==> src/rtl/video_timing_if.sv <==
// Pixel-domain bundle between the raster timing generator
// and the renderer / encoder that consume its position and flags.
interface video_timing_if #(
   parameter int CW  = 10,
   parameter int FCW = 8
);
   logic           vtg_ce;
   logic           enable;
   logic [CW-1:0]  pixel_x;
   logic [CW-1:0]  pixel_y;
   logic           hsync;
   logic           vsync;
   logic           hblank;
   logic           vblank;
   logic           video_on;
   logic           line_start;
   logic           frame_start;
   logic           running;
   logic [FCW-1:0] frame_count;

   modport master (
      input  vtg_ce,
      input  enable,
      output pixel_x,
      output pixel_y,
      output hsync,
      output vsync,
      output hblank,
      output vblank,
      output video_on,
      output line_start,
      output frame_start,
      output running,
      output frame_count
   );

   modport slave (
      output vtg_ce,
      output enable,
      input  pixel_x,
      input  pixel_y,
      input  hsync,
      input  vsync,
      input  hblank,
      input  vblank,
      input  video_on,
      input  line_start,
      input  frame_start,
      input  running,
      input  frame_count
   );
endinterface

==> src/rtl/video_timing_gen.sv <==
// Parametrised raster timing generator with a run/drain FSM
// that only starts and stops the raster on frame boundaries.
module video_timing_gen #(
   parameter int H_ACTIVE  = 640,
   parameter int H_FP      = 16,
   parameter int H_SYNC    = 96,
   parameter int H_BP      = 48,
   parameter int V_ACTIVE  = 480,
   parameter int V_FP      = 10,
   parameter int V_SYNC    = 2,
   parameter int V_BP      = 33,
   parameter bit HSYNC_POL = 1'b0,
   parameter bit VSYNC_POL = 1'b0,
   parameter int CW        = 10,
   parameter int FCW       = 8
) (
   input  logic           pixel_clk,
   input  logic           reset,
   video_timing_if.master vif
);
   localparam int H_TOTAL = H_ACTIVE + H_FP + H_SYNC + H_BP;
   localparam int V_TOTAL = V_ACTIVE + V_FP + V_SYNC + V_BP;
   localparam int HS_BEG  = H_ACTIVE + H_FP;
   localparam int HS_END  = HS_BEG + H_SYNC;
   localparam int VS_BEG  = V_ACTIVE + V_FP;
   localparam int VS_END  = VS_BEG + V_SYNC;

   if (H_TOTAL > (1 << CW) || V_TOTAL > (1 << CW)) begin : g_bad_cw
      $error("video_timing_gen: totals exceed 2**CW");
   end

   typedef enum logic [1:0] {
      IDLE  = 2'd0,
      RUN   = 2'd1,
      DRAIN = 2'd2
   } state_t;

   state_t         state_q, state_d;
   logic [CW-1:0]  x_q, y_q, x_d, y_d;
   logic [FCW-1:0] fc_q, fc_d;
   logic           hs_q, vs_q, hb_q, vb_q;
   logic           vo_q, ls_q, fs_q, run_q;
   logic           hs_d, vs_d, hb_d, vb_d;
   logic           vo_d, ls_d, fs_d, run_d;
   logic           x_end, y_end;

   assign x_end = 32'(x_q) == H_TOTAL - 1;
   assign y_end = 32'(y_q) == V_TOTAL - 1;

   always_ff @(posedge pixel_clk) begin
      if (reset) begin
         state_q <= IDLE;
         x_q     <= '0;
         y_q     <= '0;
         fc_q    <= '0;
         hs_q    <= ~HSYNC_POL;
         vs_q    <= ~VSYNC_POL;
         hb_q    <= 1'b1;
         vb_q    <= 1'b1;
         vo_q    <= 1'b0;
         ls_q    <= 1'b0;
         fs_q    <= 1'b0;
         run_q   <= 1'b0;
      end else begin
         state_q <= state_d;
         x_q     <= x_d;
         y_q     <= y_d;
         fc_q    <= fc_d;
         hs_q    <= hs_d;
         vs_q    <= vs_d;
         hb_q    <= hb_d;
         vb_q    <= vb_d;
         vo_q    <= vo_d;
         ls_q    <= ls_d;
         fs_q    <= fs_d;
         run_q   <= run_d;
      end
   end

   always_comb begin
      state_d = state_q;
      unique case (state_q)
         IDLE:
            if (vif.enable) state_d = RUN;
         RUN:
            if (!vif.enable) state_d = DRAIN;
         DRAIN:
            if (vif.enable)
               state_d = RUN;
            else if (vif.vtg_ce && x_end && y_end)
               state_d = IDLE;
         default:
            state_d = IDLE;
      endcase
   end

   // Flags are computed from the next position so they line up
   // with the counters in the same register stage.
   always_comb begin
      x_d  = x_q;
      y_d  = y_q;
      fc_d = fc_q;
      ls_d = 1'b0;
      fs_d = 1'b0;
      if (state_d == IDLE) begin
         x_d = '0;
         y_d = '0;
      end else if (state_q == IDLE) begin
         x_d  = '0;
         y_d  = '0;
         ls_d = 1'b1;
         fs_d = 1'b1;
         fc_d = fc_q + FCW'(1);
      end else if (vif.vtg_ce) begin
         if (x_end) begin
            x_d  = '0;
            ls_d = 1'b1;
            if (y_end) begin
               y_d  = '0;
               fs_d = 1'b1;
               fc_d = fc_q + FCW'(1);
            end else begin
               y_d = y_q + CW'(1);
            end
         end else begin
            x_d = x_q + CW'(1);
         end
      end
      run_d = state_d != IDLE;
      hb_d  = !run_d || 32'(x_d) >= H_ACTIVE;
      vb_d  = !run_d || 32'(y_d) >= V_ACTIVE;
      vo_d  = run_d && !hb_d && !vb_d;
      hs_d  = ~HSYNC_POL;
      vs_d  = ~VSYNC_POL;
      if (run_d && 32'(x_d) >= HS_BEG && 32'(x_d) < HS_END)
         hs_d = HSYNC_POL;
      if (run_d && 32'(y_d) >= VS_BEG && 32'(y_d) < VS_END)
         vs_d = VSYNC_POL;
   end

   assign vif.pixel_x     = x_q;
   assign vif.pixel_y     = y_q;
   assign vif.hsync       = hs_q;
   assign vif.vsync       = vs_q;
   assign vif.hblank      = hb_q;
   assign vif.vblank      = vb_q;
   assign vif.video_on    = vo_q;
   assign vif.line_start  = ls_q;
   assign vif.frame_start = fs_q;
   assign vif.running     = run_q;
   assign vif.frame_count = fc_q;
endmodule

==> src/flat_wrapper.sv <==
// flat-port wrapper written by rule: the top's interface ports become plain ports
module video_timing_gen_flat 
#(
   parameter int H_ACTIVE  = 640,
   parameter int H_FP      = 16,
   parameter int H_SYNC    = 96,
   parameter int H_BP      = 48,
   parameter int V_ACTIVE  = 480,
   parameter int V_FP      = 10,
   parameter int V_SYNC    = 2,
   parameter int V_BP      = 33,
   parameter bit HSYNC_POL = 1'b0,
   parameter bit VSYNC_POL = 1'b0,
   parameter int CW        = 10,
   parameter int FCW       = 8
)
  (pixel_clk, reset, vif_vtg_ce, vif_enable, vif_pixel_x, vif_pixel_y, vif_hsync, vif_vsync, vif_hblank, vif_vblank, vif_video_on, vif_line_start, vif_frame_start, vif_running, vif_frame_count);
  video_timing_if #(.CW(CW), .FCW(FCW)) vif_i ();
  input  logic pixel_clk;
  input  logic reset;
  input wire logic [$bits(vif_i.vtg_ce)-1:0] vif_vtg_ce;
  input wire logic [$bits(vif_i.enable)-1:0] vif_enable;
  output wire logic [$bits(vif_i.pixel_x)-1:0] vif_pixel_x;
  output wire logic [$bits(vif_i.pixel_y)-1:0] vif_pixel_y;
  output wire logic [$bits(vif_i.hsync)-1:0] vif_hsync;
  output wire logic [$bits(vif_i.vsync)-1:0] vif_vsync;
  output wire logic [$bits(vif_i.hblank)-1:0] vif_hblank;
  output wire logic [$bits(vif_i.vblank)-1:0] vif_vblank;
  output wire logic [$bits(vif_i.video_on)-1:0] vif_video_on;
  output wire logic [$bits(vif_i.line_start)-1:0] vif_line_start;
  output wire logic [$bits(vif_i.frame_start)-1:0] vif_frame_start;
  output wire logic [$bits(vif_i.running)-1:0] vif_running;
  output wire logic [$bits(vif_i.frame_count)-1:0] vif_frame_count;
  assign vif_i.vtg_ce = vif_vtg_ce;
  assign vif_i.enable = vif_enable;
  assign vif_pixel_x = vif_i.pixel_x;
  assign vif_pixel_y = vif_i.pixel_y;
  assign vif_hsync = vif_i.hsync;
  assign vif_vsync = vif_i.vsync;
  assign vif_hblank = vif_i.hblank;
  assign vif_vblank = vif_i.vblank;
  assign vif_video_on = vif_i.video_on;
  assign vif_line_start = vif_i.line_start;
  assign vif_frame_start = vif_i.frame_start;
  assign vif_running = vif_i.running;
  assign vif_frame_count = vif_i.frame_count;
  video_timing_gen #(.H_ACTIVE(H_ACTIVE), .H_FP(H_FP), .H_SYNC(H_SYNC), .H_BP(H_BP), .V_ACTIVE(V_ACTIVE), .V_FP(V_FP), .V_SYNC(V_SYNC), .V_BP(V_BP), .HSYNC_POL(HSYNC_POL), .VSYNC_POL(VSYNC_POL), .CW(CW), .FCW(FCW)) u_core (.pixel_clk(pixel_clk), .reset(reset), .vif(vif_i));
endmodule
==> config.mk <==
export PLATFORM = sky130hd
export DESIGN_NAME = video_timing_gen_flat
export DESIGN_NICKNAME = d
export VERILOG_FILES = /design/src/rtl/video_timing_if.sv /design/src/rtl/video_timing_gen.sv /design/src/flat_wrapper.sv
export SDC_FILE = /design/constraint.sdc
export NUM_CORES = 1
export LEC_CHECK = 0
export BUFFER_PORTS_ARGS = -buffer_cell sky130_fd_sc_hd__clkbuf_2
export CORE_ASPECT_RATIO = 0.7
export CORE_UTILIZATION = 30
export CTS_BUF_LIST = sky130_fd_sc_hd__clkbuf_4
export DETAILED_ROUTE_END_ITERATION = 12
export PLACE_DENSITY_LB_ADDON = 0.08
export SYNTH_ARGS = -nofsm -noshare
export SYNTH_HDL_FRONTEND = slang
export SYNTH_SLANG_ARGS = --single-unit
==> constraint.sdc <==
create_clock -name pixel_clk -period 2.95 [get_ports pixel_clk]
set_input_delay 0.1475 -clock pixel_clk [delete_from_list [all_inputs] [get_ports pixel_clk]]
set_output_delay 0.1475 -clock pixel_clk [all_outputs]
set_load 0.005 [all_outputs]
==> metrics.md <==
| Metric | Value |
|---|---|
| Status | finished clean |
| Clock skew | 0.00847 ns |
| # clock sinks | 38 |
| Yosys top cell area share | 0.415 |
| Cell count after synthesis | 204 |
| # placed instances | 312 |
| Routability cong. | 0.755 |
| Largest net degree at the start of global routing | 16 |
| Psw | 211 µW |
| Critical Path RT | 3.18 ns |
| DR iter-0 viols | 53 |
| Antenna violations before repair | 0 |
| Die height | 67.4 µm |
| Fin area | 0.00214 mm² |
| I/O pin count | 40 |
| Setup violators final | 0 |
| Gr usage total | 0.140 |
| Placed cell areas | 0.00208 mm² |
| Post-Layout Cell Count | 320 |
| Synthesis Warnings | 0 |
| Tmin final | 2.47 ns |
| Hold WC Path Type | input port to flop |
| Final hold vios | 0 |
| # resized after CTS | 0 |
| Global-route wire length before repair | 6.88 mm |
| Setup crit start kind | flop |
| Fin crit share | 0.836 |
| Synthesized area | 0.00183 mm² |
| Row cnt | 23 |
| Top cell type by total area after synthesis | dfxtp_1 |
| Fillcell total | 619 |
| Final slew viol count | 0 |
| Relative slew slack | 0.515 |
| Post-synthesis sequential area ratio | 0.415 |
| Final WL | 4.20 mm |
| P_leak | 0.000856 µW |
| Int Power | 643 µW |
| Register area | 761 µm² |
| Via Count | 1558 |
| Routed len/inst | 13.1 µm |
| Yosys reg bits | 38 |
| Layout area overhead | 16.7% |
| Sw frac | 0.247 |
| Unique masters post-synth | 43 |
| Antenna Nets Post-Route | 0 |
| CTS tree | built |
| Initial Util | 0.315 |
| Crit-path max FO | 12 |
| Initial DRT Pass Iterations | 4 |
| CTS buffer count | 5 |
| Clock power frac | 0.316 |
| Measured slew at the worst slew-check pin | 0.723 ns |
| Synth area leaders | dfxtp_1 (42%), nor2_1 (6.4%), xnor2_1 (5.7%) |
| Setup Fix Bufs, Post-CTS | 0 |
| Syn_area_per_cell | 8.98 µm² |
| Root buffer cell | clkbuf_4 |
| Total Nets Final | 252 |
| Ratio of cells with drive above 1 in the final layout | 0.229 |
| Fmax | 405 MHz |
| VDD IR max | 157 µV |
| Flop pwr share | 0.623 |
| Synth async-reset ratio | 0 |
| Type of the worst setup path | flop to flop |
| Number of global-route vias before repair | 1336 |
| Htree depth | 2 |
| Clock transition at path regs | 0.11 ns |
| DIE AREA | 0.00643 mm² |
| CP arrival | 2.70 ns |
| N_diodes | 0 |
| CTS Hold Bufs | 0 |
| Core area | 0.00581 mm² |
| Die Width | 95.4 µm |
| Main synth FF type | dfxtp_1 |
| DR DRC count | 0 |
| Clock Path Buffers | 2 |
| Half-perimeter wire length after placement | 3.09 mm |
| Critical Path End Type | flop |
| Post-synth EDFFs | 0 |
| Global route overflow | 0 |
| Gate power share | 0.060 |
| RSZ-0062 raised after global routing | no |
| Max-Cap Viols | 0 |
| Clk_lat worst skew | 0.33 ns |
| Vias/cell | 4.87 |
| Port Buf Inserts | 39 |
| TNS Setup | 0 ns |
| Area of the multi-input gates | 0.00100 mm² |
| Post-Syn Nets | 212 |
| Cell Pwr Density | 399 mW/mm² |
## final timing paths
check | start | to | slack (ns) | cells past startpoint
min | vif_enable | u_core.state_q[1]$_SDFF_PP0_ | 0.04 | 2
max | u_core.vif.pixel_x[0]$_SDFF_PP0_ | u_core.vif.video_on$_SDFF_PP0_ | 0.48 | 7
min reg2reg | u_core.vif.frame_count[6]$_SDFFE_PP0P_ | u_core.vif.frame_count[6]$_SDFFE_PP0P_ | 0.51 | 2
max reg2reg | u_core.vif.pixel_x[0]$_SDFF_PP0_ | u_core.vif.video_on$_SDFF_PP0_ | 0.48 | 7
## metal layers
metal / part of all wire / vias up / track usage
li1: - / 801 / -
met1: 0.57 / 730 / 0.218
met2: 0.38 / 25 / 0.184
met3: 0.044 / 2 / 0.0417
met4: 0.0045 / 0 / 0.0280
met5: 0 / - / 0
## critical path, stage by stage, from the launching register on
cell and delay [ns]:
dfxtp_1 0.42, ha_1 0.21, and4_1 0.37, nand4_4 0.26, or2_2 0.43, a21oi_1 0.35
a31oi_1 0.13, and3b_1 0.20
## cells by family after synthesis
kind of cell / Yosys count / share of synthesized area
multiplexers: 2 / 0.0109
buffers and inverters: 13 / 0.0369
flip-flops: 38 / 0.415
XOR/XNOR: 24 / 0.115
AND/OR/NAND/NOR: 94 / 0.294
AO/OA/AOI/OAI: 29 / 0.100
adder cells (fa/ha/maj): 4 / 0.0273
## flip-flops by register name, summed over array words and instances (netlist names)
name                    flops
u_core.vif.frame_start      1
u_core.vif.running          1
u_core.vif.vblank           1
u_core.vif.pixel_x         10
u_core.vif.video_on         1
u_core.vif.hsync            1
u_core.vif.hblank           1
u_core.vif.vsync            1
u_core.state_q              2
u_core.vif.line_start       1
u_core.vif.pixel_y         10
u_core.vif.frame_count      8
## layout by cell type (no fill, tap or decap), drive strengths merged, types with 4 or more instances in the layout
master and count:
nand2 13, a21oi 10, o21ai 8, inv 6, xor2 12, and3 6, nor3 7, dfxtp 38
clkbuf 45, nand3 7, nor2 32, ha 4, nand4 8, xnor2 12
## area by class of cell
type,instances,share of cell area
Tap cell,75,0.0439
Inverter,6,0.0105
Clock inverter,2,0.00410
Sequential cell,38,0.356
Clock buffer,6,0.0211
Timing Repair Buffer,40,0.0948
Multi-Input combinational cell,153,0.470
## power groups by stage
stage                     Combinational [µW]  Clock, µW  Sequential [µW]
after floorplan                         27.8          0              544
after global placement                  52.8          0              544
after detailed placement                51.8          0              544
after CTS                               52.6        282              532
after global routing                    59.3        308              534
final                                   51.5        270              532
## metrics by stage
| stage | worst slack, ns | hold slack [ns] | power [µW] | utilization |
|---|---|---|---|---|
| 2_1_floorplan | 0.861 | 0.226 | 572 | - |
| 3_3_place_gp | 0.543 | 0.383 | 597 | 0.358 |
| 3_5_place_dp | 0.517 | 0.387 | 596 | 0.358 |
| 4_1_cts | 0.488 | 0.0257 | 867 | 0.368 |
| 5_1_grt | 0.293 | 0.0153 | 901 | 0.368 |
| 6_report | 0.484 | 0.0370 | 854 | 0.368 |
## synthesized netlist by cell type (all sizes together) (3+ instances only)
| cell | number |
|---|---|
| o21ai | 8 |
| nand2b | 3 |
| inv | 6 |
| dfxtp | 38 |
| xnor2 | 12 |
| nor3 | 7 |
| nor2 | 32 |
| nor4 | 3 |
| nand2 | 13 |
| ha | 4 |
| and3 | 6 |
| buf | 5 |
| and4 | 3 |
| xor2 | 12 |
| a21oi | 10 |
| nand3 | 7 |
| nand4 | 8 |
No activity file was read; power rests on OpenSTA's default activity.
